File: config.mk
export PLATFORM = sky130hd
export DESIGN_NAME = split2_fifo_distributor
export DESIGN_NICKNAME = d
export VERILOG_FILES = /design/src/rtl/split2_pkg.sv /design/src/rtl/split2_rd_port.sv /design/src/rtl/split2_fifo_distributor.sv
export SDC_FILE = /design/constraint.sdc
export NUM_CORES = 1
export LEC_CHECK = 0
export BUFFER_PORTS_ARGS = -buffer_cell sky130_fd_sc_hd__buf_4
export CORE_MARGIN = 1.5
export CORE_UTILIZATION = 60
export CTS_BUF_LIST = sky130_fd_sc_hd__clkbuf_4 sky130_fd_sc_hd__clkbuf_8 sky130_fd_sc_hd__clkbuf_16
export DETAILED_ROUTE_END_ITERATION = 10
export PLACE_DENSITY_LB_ADDON = 0.05
export SLEW_MARGIN = 20
export SYNTH_ARGS = -nofsm -noshare
export SYNTH_HDL_FRONTEND = slang
export SYNTH_HIERARCHICAL = 1
export SYNTH_SLANG_ARGS = --single-unit
export TNS_END_PERCENT = 1
File: constraint.sdc
create_clock -name clk_in -period 2.7 [get_ports clk_in]
set_input_delay 0.54 -clock clk_in [delete_from_list [all_inputs] [get_ports clk_in]]
set_output_delay 0.54 -clock clk_in [all_outputs]
set_load 0.05 [all_outputs]
File: src/rtl/split2_pkg.sv
// Shared types and helpers for the two-way split distributor.
// Latency: n/a (types and constant functions only).
// Backpressure: n/a.
package split2_pkg;

   // Buffer either accepts a whole vector or drains it; never both.
   typedef enum logic {
      FILL  = 1'b0,
      DRAIN = 1'b1
   } split_state_t;

   // Element counters must be able to hold the value 'total'.
   function automatic int idx_width(input int total);
      return $clog2(total + 1);
   endfunction

endpackage

File: src/rtl/split2_rd_port.sv
// Per-part read cursor: tracks element index and done flag for one output port.
// Latency: valid is combinational from state/done; index advances on the accepted beat.
// Backpressure: holds the current beat until rd_en; rd_en without valid is ignored.
module split2_rd_port
   import split2_pkg::*;
#(
   parameter int BASE = 0,
   parameter int VEC  = 8,
   parameter int EPR  = 2,
   parameter int IW   = idx_width(16)
) (
   input  logic          clk_in,
   input  logic          rst_in,
   input  logic          drain,
   input  logic          rd_en,
   input  logic          clear,
   output logic          valid,
   output logic          last_beat,
   output logic          done,
   output logic [IW-1:0] rd_addr
);

   logic [IW-1:0] rd_idx_q;
   logic          done_q;

   assign valid     = drain & ~done_q;
   assign last_beat = valid & rd_en & (rd_idx_q == IW'(VEC - EPR));
   assign done      = done_q;
   // Absolute storage address of the first element of the current beat.
   assign rd_addr   = rd_idx_q + IW'(BASE);

   // Advance the cursor on each accepted beat; park at done until the parent clears.
   always_ff @(posedge clk_in or negedge rst_in) begin
      if (!rst_in) begin
         rd_idx_q <= '0;
         done_q   <= 1'b0;
      end else if (clear) begin
         rd_idx_q <= '0;
         done_q   <= 1'b0;
      end else if (valid && rd_en) begin
         if (last_beat) begin
            rd_idx_q <= '0;
            done_q   <= 1'b1;
         end else begin
            rd_idx_q <= rd_idx_q + IW'(EPR);
         end
      end
   end

endmodule

File: src/rtl/split2_fifo_distributor.sv
// Buffers one concatenated vector, then streams part0/part1 on two independent ports.
// Latency: both read ports valid the cycle after the final write beat.
// Backpressure: wr_ready low while draining (drops + wr_err; sticky if SPLIT2_STICKY_ERR_EN).
module split2_fifo_distributor
   import split2_pkg::*;
#(
   parameter int NBits            = 16,
   parameter int VecElements0     = 8,
   parameter int VecElements1     = 8,
   parameter int ElementsPerWrite = 2,
   parameter int ElementsPerRead0 = 2,
   parameter int ElementsPerRead1 = 4
) (
   input  logic                                        clk_in,
   input  logic                                        rst_in,
   input  logic                                        wr_en,
   input  logic [ElementsPerWrite-1:0][NBits-1:0]      wr_data,
   output logic                                        wr_ready,
   input  logic                                        rd_en0,
   output logic [ElementsPerRead0-1:0][NBits-1:0]      rd_data0,
   output logic                                        rd_valid0,
   input  logic                                        rd_en1,
   output logic [ElementsPerRead1-1:0][NBits-1:0]      rd_data1,
   output logic                                        rd_valid1,
   output logic                                        wr_err
);

   localparam int TOTAL = VecElements0 + VecElements1;
   localparam int IW    = idx_width(TOTAL);
   localparam int AW    = (TOTAL > 1) ? $clog2(TOTAL) : 1;

   split_state_t   state_q, state_d;
   logic [IW-1:0]  wr_idx_q;
   logic [NBits-1:0] mem [TOTAL];

   logic          wr_fire, wr_last, wr_drop;
   logic          drain;
   logic          last0, last1, done0, done1, both_done, clear;
   logic [IW-1:0] addr0, addr1;
   logic          wr_err_q;

   assign drain    = (state_q == DRAIN);
   assign wr_ready = (state_q == FILL);
   assign wr_fire  = wr_en & wr_ready;
   assign wr_drop  = wr_en & ~wr_ready;
   assign wr_last  = wr_fire & (wr_idx_q == IW'(TOTAL - ElementsPerWrite));

   // Both parts finished, counting a final beat accepted this very cycle.
   assign both_done = (done0 | last0) & (done1 | last1);
   assign clear     = drain & both_done;
   assign wr_err    = wr_err_q;

   split2_rd_port #(
      .BASE (0),
      .VEC  (VecElements0),
      .EPR  (ElementsPerRead0),
      .IW   (IW)
   ) u_port0 (
      .clk_in    (clk_in),
      .rst_in    (rst_in),
      .drain     (drain),
      .rd_en     (rd_en0),
      .clear     (clear),
      .valid     (rd_valid0),
      .last_beat (last0),
      .done      (done0),
      .rd_addr   (addr0)
   );

   split2_rd_port #(
      .BASE (VecElements0),
      .VEC  (VecElements1),
      .EPR  (ElementsPerRead1),
      .IW   (IW)
   ) u_port1 (
      .clk_in    (clk_in),
      .rst_in    (rst_in),
      .drain     (drain),
      .rd_en     (rd_en1),
      .clear     (clear),
      .valid     (rd_valid1),
      .last_beat (last1),
      .done      (done1),
      .rd_addr   (addr1)
   );

   // State register.
   always_ff @(posedge clk_in or negedge rst_in) begin
      if (!rst_in) state_q <= FILL;
      else         state_q <= state_d;
   end

   // Next state: fill until the last element lands, drain until both parts are done.
   always_comb begin
      state_d = state_q;
      case (state_q)
         FILL:    if (wr_last)   state_d = DRAIN;
         DRAIN:   if (both_done) state_d = FILL;
         default: state_d = FILL;
      endcase
   end

   // Write cursor in elements; wraps to zero on the beat that completes the vector.
   always_ff @(posedge clk_in or negedge rst_in) begin
      if (!rst_in)      wr_idx_q <= '0;
      else if (wr_last) wr_idx_q <= '0;
      else if (wr_fire) wr_idx_q <= wr_idx_q + IW'(ElementsPerWrite);
   end

   // Element storage; contents are don't-care until fully written, so no reset.
   always_ff @(posedge clk_in) begin
      if (wr_fire) begin
         for (int i = 0; i < ElementsPerWrite; i++)
            mem[AW'(wr_idx_q + IW'(i))] <= wr_data[i];
      end
   end

   // Dropped-write flag: sticky latch or single-cycle pulse.
   always_ff @(posedge clk_in or negedge rst_in) begin
      if (!rst_in) wr_err_q <= 1'b0;
`ifdef SPLIT2_STICKY_ERR_EN
      else         wr_err_q <= wr_err_q | wr_drop;
`else
      else         wr_err_q <= wr_drop;
`endif
   end

   // Part0 read mux; zero whenever the port has nothing to offer.
   always_comb begin
      rd_data0 = '0;
      if (rd_valid0) begin
         for (int i = 0; i < ElementsPerRead0; i++)
            rd_data0[i] = mem[AW'(addr0 + IW'(i))];
      end
   end

   // Part1 read mux; zero whenever the port has nothing to offer.
   always_comb begin
      rd_data1 = '0;
      if (rd_valid1) begin
         for (int i = 0; i < ElementsPerRead1; i++)
            rd_data1[i] = mem[AW'(addr1 + IW'(i))];
      end
   end

endmodule

# After elaboration in Yosys (flattened, before gate mapping)
# Memories as Yosys holds them, arrays and structs flattened.
# Index checks and enable logic that the tools add are counted.
[op_classes]
addsub = 9
mul = 0
div_mod_pow = 0
n_lt_le_gt_ge = 0
eq_ne = 3
shifts = 0
n_mux = 21
bitwise_logic = 16
n_reduce_logical = 9
[ops]
columns = ["operator", "count"]
rows = [
  ["$mux W64", 1],
  ["$mux W5", 8],
  ["$mux W32", 1],
  ["$add A4 B1 Y4 const B", 3],
  ["$and A1 B1 Y1", 11],
  ["$add A5 B2 Y5 const B", 2],
  ["$eq A5 B3 Y1 const B", 2],
  ["$mux W1", 10],
  ["$reduce_bool A2 Y1", 5],
  ["$add A4 B2 Y4 const B", 2],
  ["$add A5 B3 Y5 const B", 1],
  ["$eq A5 B4 Y1 const B", 1],
  ["$add A4 B4 Y4 const B", 1],
  ["$reduce_and A2 Y1", 2],
  ["$not A1 Y1", 3],
  ["$logic_and A1 B1 Y1", 2],
  ["$or A1 B1 Y1", 2],
  ["$pmux W1 S2", 1],
]
[totals]
regBits = 19
latch_bits = 0
ramBits = 256
mem_bits_ro = 0
in_bits = 37
out_inout_bits = 100
wordCells = 66
mem_count = 1
[memory_table]
columns = ["memory", "depth", "word_bits", "read_ports", "rd_ports_with_merged_regs", "write_ports", "line", "rtl"]
rows = [
  ["mem", 16, 16, 6, 0, 2, "split2_fifo_distributor.sv:34", "logic [NBits-1:0] mem [TOTAL];"],
]

# Longest topological paths before layout
# Gate-level depths: netlist (run 1).
[logic_depth]
depth_word = 9
depth_mapped = 11
depth_no_buf = 7

# By module
# Netlist (run 1), hierarchy kept.
[modules_own_cells]
columns = ["mod", "n_inst", "cells_per_inst", "area_per_inst_um2", "seq_area_each_um2"]
rows = [
  ["split2_fifo_distributor", 1, 1417, 21873.5, 7837.5],
  ["split2_rd_port at u_port0", 1, 27, 282.8, 125.1],
  ["split2_rd_port at u_port1", 1, 28, 265.3, 100.1],
]

# Worst setup path before layout (run 1)
# Ideal clock, no wire load.
[synth_timing]
kind = "register to output"
startpoint = "reg state_q (netlist: drain)"
endpoint = "out rd_data1[19] (netlist bit)"
arrival_ps = 3214
required_time_ps = 2160
slack_ps = -1054
path_stages_with_launch = 7
path_buffers = 3
cell_sequence = "dfrtp_1 nor2b_1 clkbuf_1 or3b_2 clkbuf_1 buf_2 o22ai_1"
[synth_rtl]
columns = ["item", "line", "rtl"]
rows = [
  ["from (decl)", "split2_fifo_distributor.sv:32", "split_state_t state_q, state_d;"],
  ["from (signal assigned)", "split2_fifo_distributor.sv:90", "else state_q <= state_d;"],
  ["to (decl)", "split2_fifo_distributor.sv:23", "output logic [ElementsPerRead1-1:0][NBits-1:0] rd_data1,"],
]

==> insert_results.sql, run 1 <==
INSERT INTO impl_metrics (metric_group, metric, value, unit) VALUES
('grt', 'grt_usage', '36.5', '%'),
('detailed_routing', 'firstDrtPassIters', '7', ''),
('timing', 'slew_headroom', '48.3', '%'),
('floorplan', 'die_h', '196', 'um'),
('floorplan', 'floorplan.rows', '70', ''),
('timing', 'final-setup-viol-count', '78', ''),
('clock_network', 'numCtsBuffers', '34', ''),
('detailed_routing', 'wl_per_cell', '35.2', 'um'),
('yosys', 'post_synth_instance_area', '22400', 'um2'),
('pwr', 'pwr_density_cell', '989', 'nW/um2'),
('pwr', 'vdd.ir_drop.worst', '0.770', 'mV'),
('floorplan', 'floorplan.initialDensity', '61.1', '%'),
('critical_path', 'worstPathArrival', '2490', 'ps'),
('detailed_routing', 'route.detailed.vias_per_inst', '7.86', ''),
('clock_network', 'number_of_clock_sinks', '271', ''),
('detailed_routing', 'dr_total_vias', '15400', ''),
('placed_design', 'gp_congestion', '0.853', ''),
('critical_path', 'worst_ep_required_time', '2160', 'ps'),
('detailed_routing', 'detailedRoute.firstIterationViolations', '1706', ''),
('run_status', 'status', 'finished, violations left', ''),
('clock_network', 'cts_root_buffer', 'sky130_fd_sc_hd__clkbuf_16', ''),
('layout', 'fraction_of_final_layout_cells_with_drive_strength_greater_than_1', '59.0', '%'),
('placed_design', 'io_buffers', '136', ''),
('floorplan', 'total_core_area', '36700', 'um2'),
('timing', 'min_period', '3030', 'ps'),
('clock_network', 'ctsHtreeMaxLevel', '2', ''),
('run', 'max_cap_violations', '0', ''),
('yosys', 'synth_area_per_cell', '15.2', 'um2'),
('critical_path', 'type_of_element_capturing_the_critical_path', 'output port', ''),
('timing', 'worst-slew-pin-transition', '776', 'ps'),
('detailed_routing', 'drt-total-wl', '69100', 'um'),
('grt', 'grt_overflow', '0', ''),
('grt', 'initial_antenna_violation_count', '2', ''),
('yosys', 'synth.yosys.warnings', '6', ''),
('detailed_routing', 'antenna_violation_net_count_after_detailed_routing', '0', ''),
('critical_path', 'critical_path_class', 'register to output port', ''),
('pwr', 'leakage', '9.12', 'nW'),
('timing', 'timing_hold_violations_final', '0', ''),
('placed_design', 'place_hpwl', '44200', 'um'),
('timing', 'fin_crit_share', '112', '%'),
('grt', 'via_count_of_the_first_global_routing_pass', '15200', ''),
('timing', 'final_layout_setup_total_negative_slack', '-15100', 'ps'),
('critical_path', 'crit_path_start_kind', 'register', ''),
('placed_design', 'dp_slack', '71.6', 'ps'),
('grt', 'largest_net_degree_at_the_start_of_global_routing', '262', ''),
('timing', 'grt_setup_unrepaired', 'true', ''),
('grt', 'wire_length_of_the_first_global_routing_pass', '101000', 'um'),
('timing', 'final-max-slew-violation-count', '0', ''),
('timing', 'worst_clock_skew_on_the_final_layout', '17.3', 'ps'),
('clock_network', 'clk-insertion-delay-late', '530', 'ps'),
('timing', 'achievable-frequency', '0.330', 'GHz'),
('yosys', 'syn_inst', '1471', ''),
('timing', 'fin_hold_ws', '251', 'ps'),
('timing', 'setup_slack_of_the_critical_path_after_layout', '-332', 'ps'),
('floorplan', 'top_level_ports', '137', ''),
('clock_network', 'clkSlewWorstSetupHoldPaths', '60', 'ps'),
('floorplan', 'dieWidth', '196', 'um'),
('detailed_routing', 'detail_route.drc_violations', '0', ''),
('clock_network', 'cts_tree', 'built', ''),
('min_path', 'hold_path.class', 'input port to register', ''),
('floorplan', 'die-area', '38500', 'um2'),
('critical_path', 'crit_fanout', '7', ''),
('layout', 'layout-area-overhead-vs-synth', '15.2', '%'),
('run_status', 'violations_in_the_final_reports', 'negative setup slack', ''),
('clock_network', 'ctsLongestPathBuffers', '3', ''),
('layout', 'final_net_count', '1518', '');
## power by group
group          switching, mW  total, mW  internal, mW
combinational           8.92       15.5          6.55
sequential             0.559       5.78          5.22
clock                   1.77       4.26          2.49
## path summary, 6_finish.rpt
| kind | startpoint | endpoint | slack (ps) | cells after the start |
|---|---|---|---|---|
| max | u_port1/rd_idx_q[2] | rd_data1[53] | -330 | 6 |
| min | wr_en | wr_err | 250 | 2 |
| max reg2reg | u_port1/rd_idx_q[2] | u_port0/done | 130 | 8 |
| min reg2reg | wr_idx_q[4] | wr_idx_q[4] | 510 | 1 |
| max in group asynchronous | rst_in | u_port0/rd_idx_q[1] | 2070 | 2 |
| min in group asynchronous | rst_in | u_port1/done | 420 | 2 |
## cell usage in the layout (no fill, tap or decap), types with 5 or more instances in the layout
| cell type | count |
|---|---|
| sky130_fd_sc_hd__mux4_2 | 353 |
| sky130_fd_sc_hd__edfxtp_1 | 256 |
| sky130_fd_sc_hd__mux2i_1 | 199 |
| sky130_fd_sc_hd__buf_4 | 163 |
| sky130_fd_sc_hd__mux2_2 | 131 |
| sky130_fd_sc_hd__buf_6 | 49 |
| sky130_fd_sc_hd__o22ai_1 | 45 |
| sky130_fd_sc_hd__clkbuf_16 | 35 |
| sky130_fd_sc_hd__o22ai_2 | 31 |
| sky130_fd_sc_hd__buf_12 | 25 |
| sky130_fd_sc_hd__o22ai_4 | 19 |
| sky130_fd_sc_hd__mux2i_2 | 18 |
| sky130_fd_sc_hd__inv_1 | 13 |
| sky130_fd_sc_hd__nand2_1 | 12 |
| sky130_fd_sc_hd__clkinv_1 | 11 |
| sky130_fd_sc_hd__dfrtp_1 | 11 |
| sky130_fd_sc_hd__clkbuf_4 | 10 |
| sky130_fd_sc_hd__ha_1 | 8 |
| sky130_fd_sc_hd__nor2_1 | 7 |
| sky130_fd_sc_hd__a21oi_1 | 7 |
| sky130_fd_sc_hd__nand2b_1 | 5 |
| sky130_fd_sc_hd__or3_1 | 5 |
| sky130_fd_sc_hd__nor2_2 | 5 |
## routing by layer
| layer | global-route usage (%) | routed length (um) | vias to the layer above |
|---|---|---|---|
| met5 | 0 | 16 | - |
| met4 | 13.6 | 2770 | 2 |
| met3 | 6.84 | 6950 | 174 |
| met2 | 58.7 | 33900 | 966 |
| met1 | 50.3 | 25400 | 8196 |
| li1 | - | - | 6095 |
## what timing repair did
item | in CTS | in global routing
buffers inserted | 12 | 0
gates cloned | 1 | 0
gates resized for setup | 81 | 35
endpoints found under the hold margin | 15 | 0
endpoints found under the setup margin | 96 | 92
hold buffers | 1 | 0
pin swaps | 13 | 8
## state kept, by name, indices dropped and copies added (netlist names)
register,count
wr_err,1
u_port0/rd_idx_q,4
u_port0/done,1
wr_idx_q,4
u_port1/rd_idx_q,3
drain,1
u_port1/done,1
mem,256
## metrics by stage
stage | total power, mW | utilization [%] | area (um2) | instances
global route | 26.2 | 70.3 | 25800 | 1962
CTS | 25.0 | 69.9 | 25600 | 1962
detailed placement | 20.0 | 65.8 | 24100 | 1890
global placement | 19.9 | 65.8 | 24100 | 1890
floorplan | 15.3 | - | 22700 | 1472
finish | 25.5 | 70.3 | 25800 | 1963
## layout make-up
| class | count | area, um2 |
|---|---|---|
| well taps | 468 | 586 |
| inverters | 16 | 62.6 |
| clock inverters | 12 | 52.6 |
| clock buffers | 46 | 965 |
| fillers | 2419 | 10900 |
| repair buffers | 243 | 2390 |
| diodes | 1 | 2.50 |
| multi-input cells | 906 | 13700 |
| flip-flops and latches | 271 | 8070 |
## critical path, stage by stage, from the launching register on
cell	delay, ps
sky130_fd_sc_hd__dfrtp_2	510
sky130_fd_sc_hd__xor2_4	190
sky130_fd_sc_hd__buf_12	150
sky130_fd_sc_hd__buf_12	140
sky130_fd_sc_hd__mux4_2	540
sky130_fd_sc_hd__o22ai_4	230
sky130_fd_sc_hd__buf_6	200
Power figures use the tool's default switching activity.
==> run 2, diff against run 1 <==
--- a/config.mk
+++ b/config.mk
@@ -6,11 +6,12 @@
 export NUM_CORES = 1
 export LEC_CHECK = 0
 export BUFFER_PORTS_ARGS = -buffer_cell sky130_fd_sc_hd__buf_4
-export CORE_MARGIN = 1.5
+export CORE_MARGIN = 2
 export CORE_UTILIZATION = 60
 export CTS_BUF_LIST = sky130_fd_sc_hd__clkbuf_4 sky130_fd_sc_hd__clkbuf_8 sky130_fd_sc_hd__clkbuf_16
 export DETAILED_ROUTE_END_ITERATION = 10
 export PLACE_DENSITY_LB_ADDON = 0.05
+export SKIP_LAST_GASP = 1
 export SLEW_MARGIN = 20
 export SYNTH_ARGS = -nofsm -noshare
 export SYNTH_HDL_FRONTEND = slang
==> run 2 against run 1 <==
Net effect: the flow still finishes with violations (negative setup slack); first-iteration DRC count is 24% higher; cell area is 1.4% lower; combinational power is 5% lower; critical path depth stayed put; cell count is 0.51% higher; setup slack better by 5.3 ps; clock power is 4.9% higher; highest routed layer unchanged.
==> insert_results.sql, run 2 (synthesized netlist as in run 1, its figures left out) <==
INSERT INTO impl_metrics (metric_group, metric, value, unit) VALUES
('pwr', 'switching_share', '43.9', '%'),
('detailed_routing', 'route.detailed.vias_per_inst', '7.79', ''),
('timing', 'fin_hold_ws', '227', 'ps'),
('placed_design', 'place_hpwl', '44800', 'um'),
('layout', 'fill_cell_total_of_the_finished_layout', '2475', ''),
('timing', 'min_period', '3030', 'ps'),
('critical_path', 'worstPathArrival', '2490', 'ps'),
('detailed_routing', 'drt-total-wl', '68900', 'um'),
('layout', 'final_net_count', '1526', ''),
('critical_path', 'critical_path_class', 'register to output port', ''),
('layout', 'layout.cells.most_common_list', 'sky130_fd_sc_hd__mux4_2, sky130_fd_sc_hd__edfxtp_1, sky130_fd_sc_hd__buf_4', ''),
('clock_network', 'cts_root_buffer', 'sky130_fd_sc_hd__clkbuf_16', ''),
('detailed_routing', 'wl_per_cell', '34.9', 'um'),
('detailed_routing', 'firstDrtPassIters', '5', ''),
('run_status', 'status', 'finished, violations left', ''),
('grt', 'via_count_of_the_first_global_routing_pass', '15100', ''),
('grt', 'wire_length_of_the_first_global_routing_pass', '101000', 'um'),
('timing', 'final-max-slew-violation-count', '0', ''),
('pwr', 'sw_pwr', '11.0', 'mW'),
('floorplan', 'dieWidth', '197', 'um'),
('layout', 'fin_util', '69.4', '%'),
('timing', 'worst_clock_skew_on_the_final_layout', '8.28', 'ps'),
('run_status', 'violations_in_the_final_reports', 'negative setup slack', ''),
('floorplan', 'total_core_area', '36700', 'um2'),
('placed_design', 'io_buffers', '136', ''),
('timing', 'grt_setup_unrepaired', 'true', ''),
('detailed_routing', 'antenna_violation_net_count_after_detailed_routing', '0', ''),
('clock_network', 'clkSlewWorstSetupHoldPaths', '60', 'ps'),
('detailed_routing', 'detailedRoute.firstIterationViolations', '2107', ''),
('pwr', 'share_comb_of_total_power', '59.1', '%'),
('layout', 'largest_register_ff_count', '256', ''),
('critical_path', 'path_common_cell', 'sky130_fd_sc_hd__buf_4', ''),
('layout', 'fraction_of_final_layout_cells_with_drive_strength_greater_than_1', '57.3', '%'),
('critical_path', 'crit_fanout', '7', ''),
('timing', 'final-setup-viol-count', '95', ''),
('timing', 'worst-slew-pin-transition', '648', 'ps'),
('critical_path', 'path_buf_inv', '3', ''),
('timing', 'timing_hold_violations_final', '0', ''),
('pwr', 'sequentialPowerShare', '23.1', '%'),
('pwr', 'pwr-share-clk', '17.8', '%'),
('critical_path', 'crit_path_start_kind', 'register', ''),
('min_path', 'hold_path.class', 'input port to register', ''),
('timing', 'fin_crit_share', '112', '%'),
('timing', 'achievable-frequency', '0.330', 'GHz'),
('detailed_routing', 'dr_total_vias', '15400', ''),
('timing', 'slew_headroom', '56.8', '%'),
('critical_path', 'critical_path.max_stage_delay', '500', 'ps'),
('clock_network', 'ctsLongestPathBuffers', '3', ''),
('critical_path', 'timing.critical_path.cells', 'buf_12 -> buf_4 -> mux4_2 -> mux2i_1 -> o22ai_1 -> buf_4', ''),
('grt', 'largest_net_degree_at_the_start_of_global_routing', '262', ''),
('clock_network', 'cts_tree', 'built', ''),
('floorplan', 'floorplan.rows', '70', ''),
('clock_network', 'clk-insertion-delay-late', '550', 'ps'),
('clock_network', 'ctsHtreeMaxLevel', '2', ''),
('grt', 'grt_usage', '36.2', '%'),
('critical_path', 'critPathTopFamily', 'multiplexers', ''),
('pwr', 'leakage', '9.10', 'nW'),
('critical_path', 'type_of_element_capturing_the_critical_path', 'output port', ''),
('floorplan', 'floorplan.initialDensity', '61.1', '%'),
('floorplan', 'top_level_ports', '137', ''),
('critical_path', 'worst_path_max_delay_cell', 'sky130_fd_sc_hd__mux4_2', ''),
('layout', 'multiInputGateArea', '13500', 'um2'),
('run', 'max_cap_violations', '0', ''),
('layout', 'final_cell_area', '25500', 'um2'),
('pwr', 'pwr_density_cell', '985', 'nW/um2'),
('placed_design', 'dp_slack', '157', 'ps'),
('grt', 'initial_antenna_violation_count', '1', ''),
('layout', 'seq_area', '8070', 'um2'),
('pwr', 'vdd.ir_drop.worst', '0.987', 'mV'),
('pwr', 'cell_internal_pwr', '14.1', 'mW'),
('detailed_routing', 'detail_route.drc_violations', '0', ''),
('timing', 'setup_slack_of_the_critical_path_after_layout', '-326', 'ps'),
('placed_design', 'instance_area_at_placement', '24100', 'um2'),
('layout', 'final_common_cell', 'sky130_fd_sc_hd__mux4_2', ''),
('layout', 'largest-register', 'mem', ''),
('grt', 'grt_overflow', '0', ''),
('floorplan', 'die-area', '38900', 'um2'),
('layout', 'biggestRegsByFlops', 'mem x256, u_port0/rd_idx_q x4, wr_idx_q x4', ''),
('critical_path', 'worst_ep_required_time', '2160', 'ps'),
('floorplan', 'die_h', '197', 'um'),
('placed_design', 'gp_congestion', '0.886', ''),
('layout', 'layout-area-overhead-vs-synth', '13.6', '%'),
('clock_network', 'number_of_clock_sinks', '271', ''),
('clock_network', 'numCtsBuffers', '34', '');
==> run 2: power by group through the flow <==
stage | clock [mW] | combinational, mW | sequential (mW)
2_1_floorplan | 0 | 9.68 | 5.67
3_3_place_gp | 0 | 14.0 | 5.81
3_5_place_dp | 0 | 14.1 | 5.85
4_1_cts | 4.52 | 14.4 | 5.78
5_1_grt | 4.67 | 15.3 | 5.87
6_report | 4.47 | 14.8 | 5.80
==> run 2: layer usage <==
metal,GRT usage [%],routed length (um),part of all wire (%)
met1,49.3,25000,36
met5,0,13,0.019
met4,15.6,3330,4.8
met3,9.13,7940,12
met2,56.1,32600,47
==> run 2: cell type report <==
class                      instances  area share, %
timing repair buffer             251           8.65
tap                              468           2.30
clock buffer                      45           3.74
inverter                          16          0.236
sequential                       271           31.7
clock inverter                    15          0.506
multi-input combinational        906           52.9
antenna                            1        0.00983
==> run 2: worst register-to-register path: cells and delay by family (launching register included) <==
family	cells	cell delay (ps)
flops	1	430
compound gates	2	570
buf+inv	3	620
simple gates	3	350
fa+ha+maj	1	270
==> run 2: path summary, 6_finish.rpt <==
path / end / from / cells after the start / slack [ps]
setup / recovery: rd_data0[0] / u_port0/rd_idx_q[1] / 6 / -330
max in group asynchronous: u_port0/rd_idx_q[1] / rst_in / 2 / 2080
hold reg to reg: wr_idx_q[4] / wr_idx_q[4] / 1 / 520
hold / removal: wr_err / wr_en / 2 / 230
min in group asynchronous: u_port1/done / rst_in / 2 / 400
setup reg to reg: u_port1/rd_idx_q[2] / u_port1/rd_idx_q[3] / 9 / 300
==> run 2: repair_timing <==
action                                  in CTS  in global routing
hold buffers                                 1                  0
endpoints found under the setup margin      95                 96
gates cloned                                 1                  1
buffers inserted                             7                  8
endpoints found under the hold margin       15                  0
resized for setup                           19                  8
pin swaps                                    1                  2
==> run 2: through the flow <==
step,setup TNS [ps],cells,total power [mW]
after global routing,-26060,1972,25.8
after global placement,0,1894,19.8
after CTS,-21800,1963,24.7
final,-21150,1973,25.1
after floorplan,-7210,1472,15.3
after detailed placement,0,1894,19.9
==> run 3, diff against run 2 <==
--- a/config.mk
+++ b/config.mk
@@ -7,9 +7,10 @@
 export LEC_CHECK = 0
 export BUFFER_PORTS_ARGS = -buffer_cell sky130_fd_sc_hd__buf_4
 export CORE_MARGIN = 2
-export CORE_UTILIZATION = 60
+export CORE_UTILIZATION = 63
 export CTS_BUF_LIST = sky130_fd_sc_hd__clkbuf_4 sky130_fd_sc_hd__clkbuf_8 sky130_fd_sc_hd__clkbuf_16
 export DETAILED_ROUTE_END_ITERATION = 10
+export MAX_ROUTING_LAYER = met4
 export PLACE_DENSITY_LB_ADDON = 0.05
 export SKIP_LAST_GASP = 1
 export SLEW_MARGIN = 20
==> run 3 against run 2 <==
Net effect: the run still ends with negative setup slack left; first-iteration DRC count shrank 0.71%; highest routed layer is now met4; via count grew 1.4%; worst hold slack gained 31 ps; register-to-register slack gained 50 ps; critical endpoint is now rd_data1[55]; global-route usage grew 3.4 points; critical path type unchanged.
==> insert_results.sql, run 3 (synthesized netlist as in run 1, its figures left out) <==
INSERT INTO impl_metrics (metric_group, metric, value, unit) VALUES
('run_status', 'status', 'finished, violations left', ''),
('run_status', 'violations_in_the_final_reports', 'negative setup slack', ''),
('detailed_routing', 'route.detailed.vias_per_inst', '7.93', ''),
('layout', 'biggestRegsByFlops', 'mem x256, u_port0/rd_idx_q x4, wr_idx_q x4', ''),
('clock_network', 'cts_tree', 'built', ''),
('floorplan', 'top_level_ports', '137', ''),
('grt', 'initial_antenna_violation_count', '4', ''),
('pwr', 'sw_pwr', '11.2', 'mW'),
('critical_path', 'timing.critical_path.cells', 'buf_6 -> xor2_4 -> buf_4 -> buf_12 -> mux4_2 -> o22ai_2 -> buf_4', ''),
('floorplan', 'die-area', '37100', 'um2'),
('critical_path', 'crit_path_start_kind', 'register', ''),
('grt', 'grt_usage', '39.6', '%'),
('pwr', 'leakage', '9.11', 'nW'),
('pwr', 'cell_internal_pwr', '14.1', 'mW'),
('layout', 'seq_area', '8070', 'um2'),
('floorplan', 'floorplan.rows', '69', ''),
('layout', 'fraction_of_final_layout_cells_with_drive_strength_greater_than_1', '56.8', '%'),
('timing', 'timing_hold_violations_final', '0', ''),
('critical_path', 'critical_path.max_stage_delay', '510', 'ps'),
('clock_network', 'cts_root_buffer', 'sky130_fd_sc_hd__clkbuf_16', ''),
('clock_network', 'numCtsBuffers', '34', ''),
('detailed_routing', 'wl_per_cell', '35.5', 'um'),
('pwr', 'vdd.ir_drop.worst', '1.09', 'mV'),
('timing', 'worst-slew-pin-transition', '673', 'ps'),
('timing', 'fin_hold_ws', '258', 'ps'),
('detailed_routing', 'drt-total-wl', '69800', 'um'),
('placed_design', 'dp_slack', '37.1', 'ps'),
('timing', 'fin_crit_share', '114', '%'),
('pwr', 'pwr_density_cell', '991', 'nW/um2'),
('layout', 'multiInputGateArea', '13500', 'um2'),
('critical_path', 'critical_path_class', 'register to output port', ''),
('timing', 'final_layout_setup_total_negative_slack', '-24570', 'ps'),
('clock_network', 'ctsLongestPathBuffers', '3', ''),
('floorplan', 'dieWidth', '193', 'um'),
('clock_network', 'clk-insertion-delay-late', '540', 'ps'),
('pwr', 'share_comb_of_total_power', '59.0', '%'),
('timing', 'setup_slack_of_the_critical_path_after_layout', '-374', 'ps'),
('critical_path', 'worst_ep_required_time', '2160', 'ps'),
('timing', 'min_period', '3070', 'ps'),
('timing', 'grt_setup_unrepaired', 'true', ''),
('floorplan', 'floorplan.initialDensity', '63.5', '%'),
('timing', 'final-setup-viol-count', '96', ''),
('timing', 'final-max-slew-violation-count', '0', ''),
('placed_design', 'place_hpwl', '43900', 'um'),
('detailed_routing', 'dr_total_vias', '15600', ''),
('grt', 'via_count_of_the_first_global_routing_pass', '15100', ''),
('placed_design', 'gp_congestion', '0.886', ''),
('detailed_routing', 'firstDrtPassIters', '5', ''),
('min_path', 'hold_path.class', 'input port to register', ''),
('pwr', 'pwr-share-clk', '18.2', '%'),
('critical_path', 'path_common_cell', 'sky130_fd_sc_hd__buf_4', ''),
('grt', 'grt_overflow', '0', ''),
('detailed_routing', 'detailedRoute.firstIterationViolations', '2092', ''),
('timing', 'achievable-frequency', '0.325', 'GHz'),
('clock_network', 'number_of_clock_sinks', '271', ''),
('layout', 'layoutNonFillerInstCount', '1965', ''),
('critical_path', 'crit_fanout', '9', ''),
('critical_path', 'worstPathArrival', '2530', 'ps'),
('layout', 'layout-area-overhead-vs-synth', '13.8', '%'),
('layout', 'final_net_count', '1519', ''),
('critical_path', 'type_of_element_capturing_the_critical_path', 'output port', ''),
('floorplan', 'total_core_area', '35300', 'um2'),
('floorplan', 'die_h', '193', 'um'),
('placed_design', 'place_inst', '1885', ''),
('layout', 'final_common_cell', 'sky130_fd_sc_hd__mux4_2', ''),
('layout', 'fill_cell_total_of_the_finished_layout', '2302', ''),
('layout', 'layout.cells.most_common_list', 'sky130_fd_sc_hd__mux4_2, sky130_fd_sc_hd__edfxtp_1, sky130_fd_sc_hd__mux2i_1', ''),
('timing', 'slew_headroom', '55.1', '%'),
('layout', 'largest-register', 'mem', ''),
('timing', 'worst_clock_skew_on_the_final_layout', '19.2', 'ps'),
('pwr', 'sequentialPowerShare', '22.9', '%'),
('placed_design', 'io_buffers', '136', ''),
('clock_network', 'ctsHtreeMaxLevel', '2', ''),
('clock_network', 'clkSlewWorstSetupHoldPaths', '60', 'ps'),
('pwr', 'switching_share', '44.2', '%'),
('grt', 'wire_length_of_the_first_global_routing_pass', '101000', 'um'),
('detailed_routing', 'detail_route.drc_violations', '0', ''),
('run', 'max_cap_violations', '0', ''),
('critical_path', 'worst_path_max_delay_cell', 'sky130_fd_sc_hd__mux4_2', ''),
('detailed_routing', 'antenna_violation_net_count_after_detailed_routing', '0', ''),
('layout', 'largest_register_ff_count', '256', ''),
('grt', 'largest_net_degree_at_the_start_of_global_routing', '262', '');
run 3: cell types whose count changed in the layout (fill, tap and decap cells not counted), moves of 3 or more:
cell	change
sky130_fd_sc_hd__mux2i_2	-7
sky130_fd_sc_hd__buf_6	-3
sky130_fd_sc_hd__buf_12	+6
sky130_fd_sc_hd__diode_2	+4
sky130_fd_sc_hd__mux2i_1	+7
sky130_fd_sc_hd__buf_4	-12
sky130_fd_sc_hd__clkbuf_16	+3
run 3: cell type report:
class	count	area share (%)
well taps	461	2.26
clock buffers	50	4.04
repair buffers	244	8.72
diodes	5	0.0490
inverters	16	0.235
clock inverters	12	0.353
flip-flops and latches	271	31.6
multi-input cells	906	52.7
run 3: layer usage:
layer  track usage, %  up-vias  part of all wire [%]
li1                 -     6125                     -
met1             53.1     8090                    36
met2             60.1     1169                    48
met3             9.11      203                    12
met4             14.3        0                   4.2
met5                -        -                     0
run 3: power groups by stage:
stage                     Sequential (mW)  Clock (mW)  Combinational, mW
final                                5.78        4.59               14.9
after global placement               5.78           0               14.0
after CTS                            5.74        4.61               14.4
after detailed placement             5.82           0               14.1
after global routing                 5.85        4.80               15.3
after floorplan                      5.67           0               9.68
run 3: critical path: cells and delay by family, from the launching register on:
kind	cells	cell delay, ps
flops	1	370
mux	1	510
buf+inv	4	680
compound gates	1	210
xor+xnor	1	230
run 3: final timing paths:
| check | slack (ps) | start | to | depth (start not counted) |
|---|---|---|---|---|
| min reg2reg | 520 | wr_idx_q[4] | wr_idx_q[4] | 1 |
| max reg2reg | 350 | u_port1/rd_idx_q[3] | u_port0/done | 9 |
| min | 260 | wr_en | wr_err | 2 |
| max | -370 | u_port1/rd_idx_q[2] | rd_data1[55] | 7 |
| max in group asynchronous | 2050 | rst_in | u_port0/rd_idx_q[1] | 2 |
| min in group asynchronous | 430 | rst_in | u_port1/rd_idx_q[4] | 2 |
run 3: timing repair:
action | in CTS | in global routing
endpoints found under the hold margin | 15 | 0
gates cloned | 1 | 2
resized for setup | 14 | 11
endpoints found under the setup margin | 96 | 96
setup buffers | 3 | 6
pin swaps | 2 | 4
hold buffers | 1 | 0
run 3: metrics by stage:
stage / power [mW] / area [um2] / util [%]
global route: 26.0 / 25500 / 72.3
CTS: 24.7 / 25400 / 71.8
floorplan: 15.3 / 22700 / -
finish: 25.3 / 25500 / 72.3
global placement: 19.7 / 24100 / 68.2
detailed placement: 19.9 / 24100 / 68.2
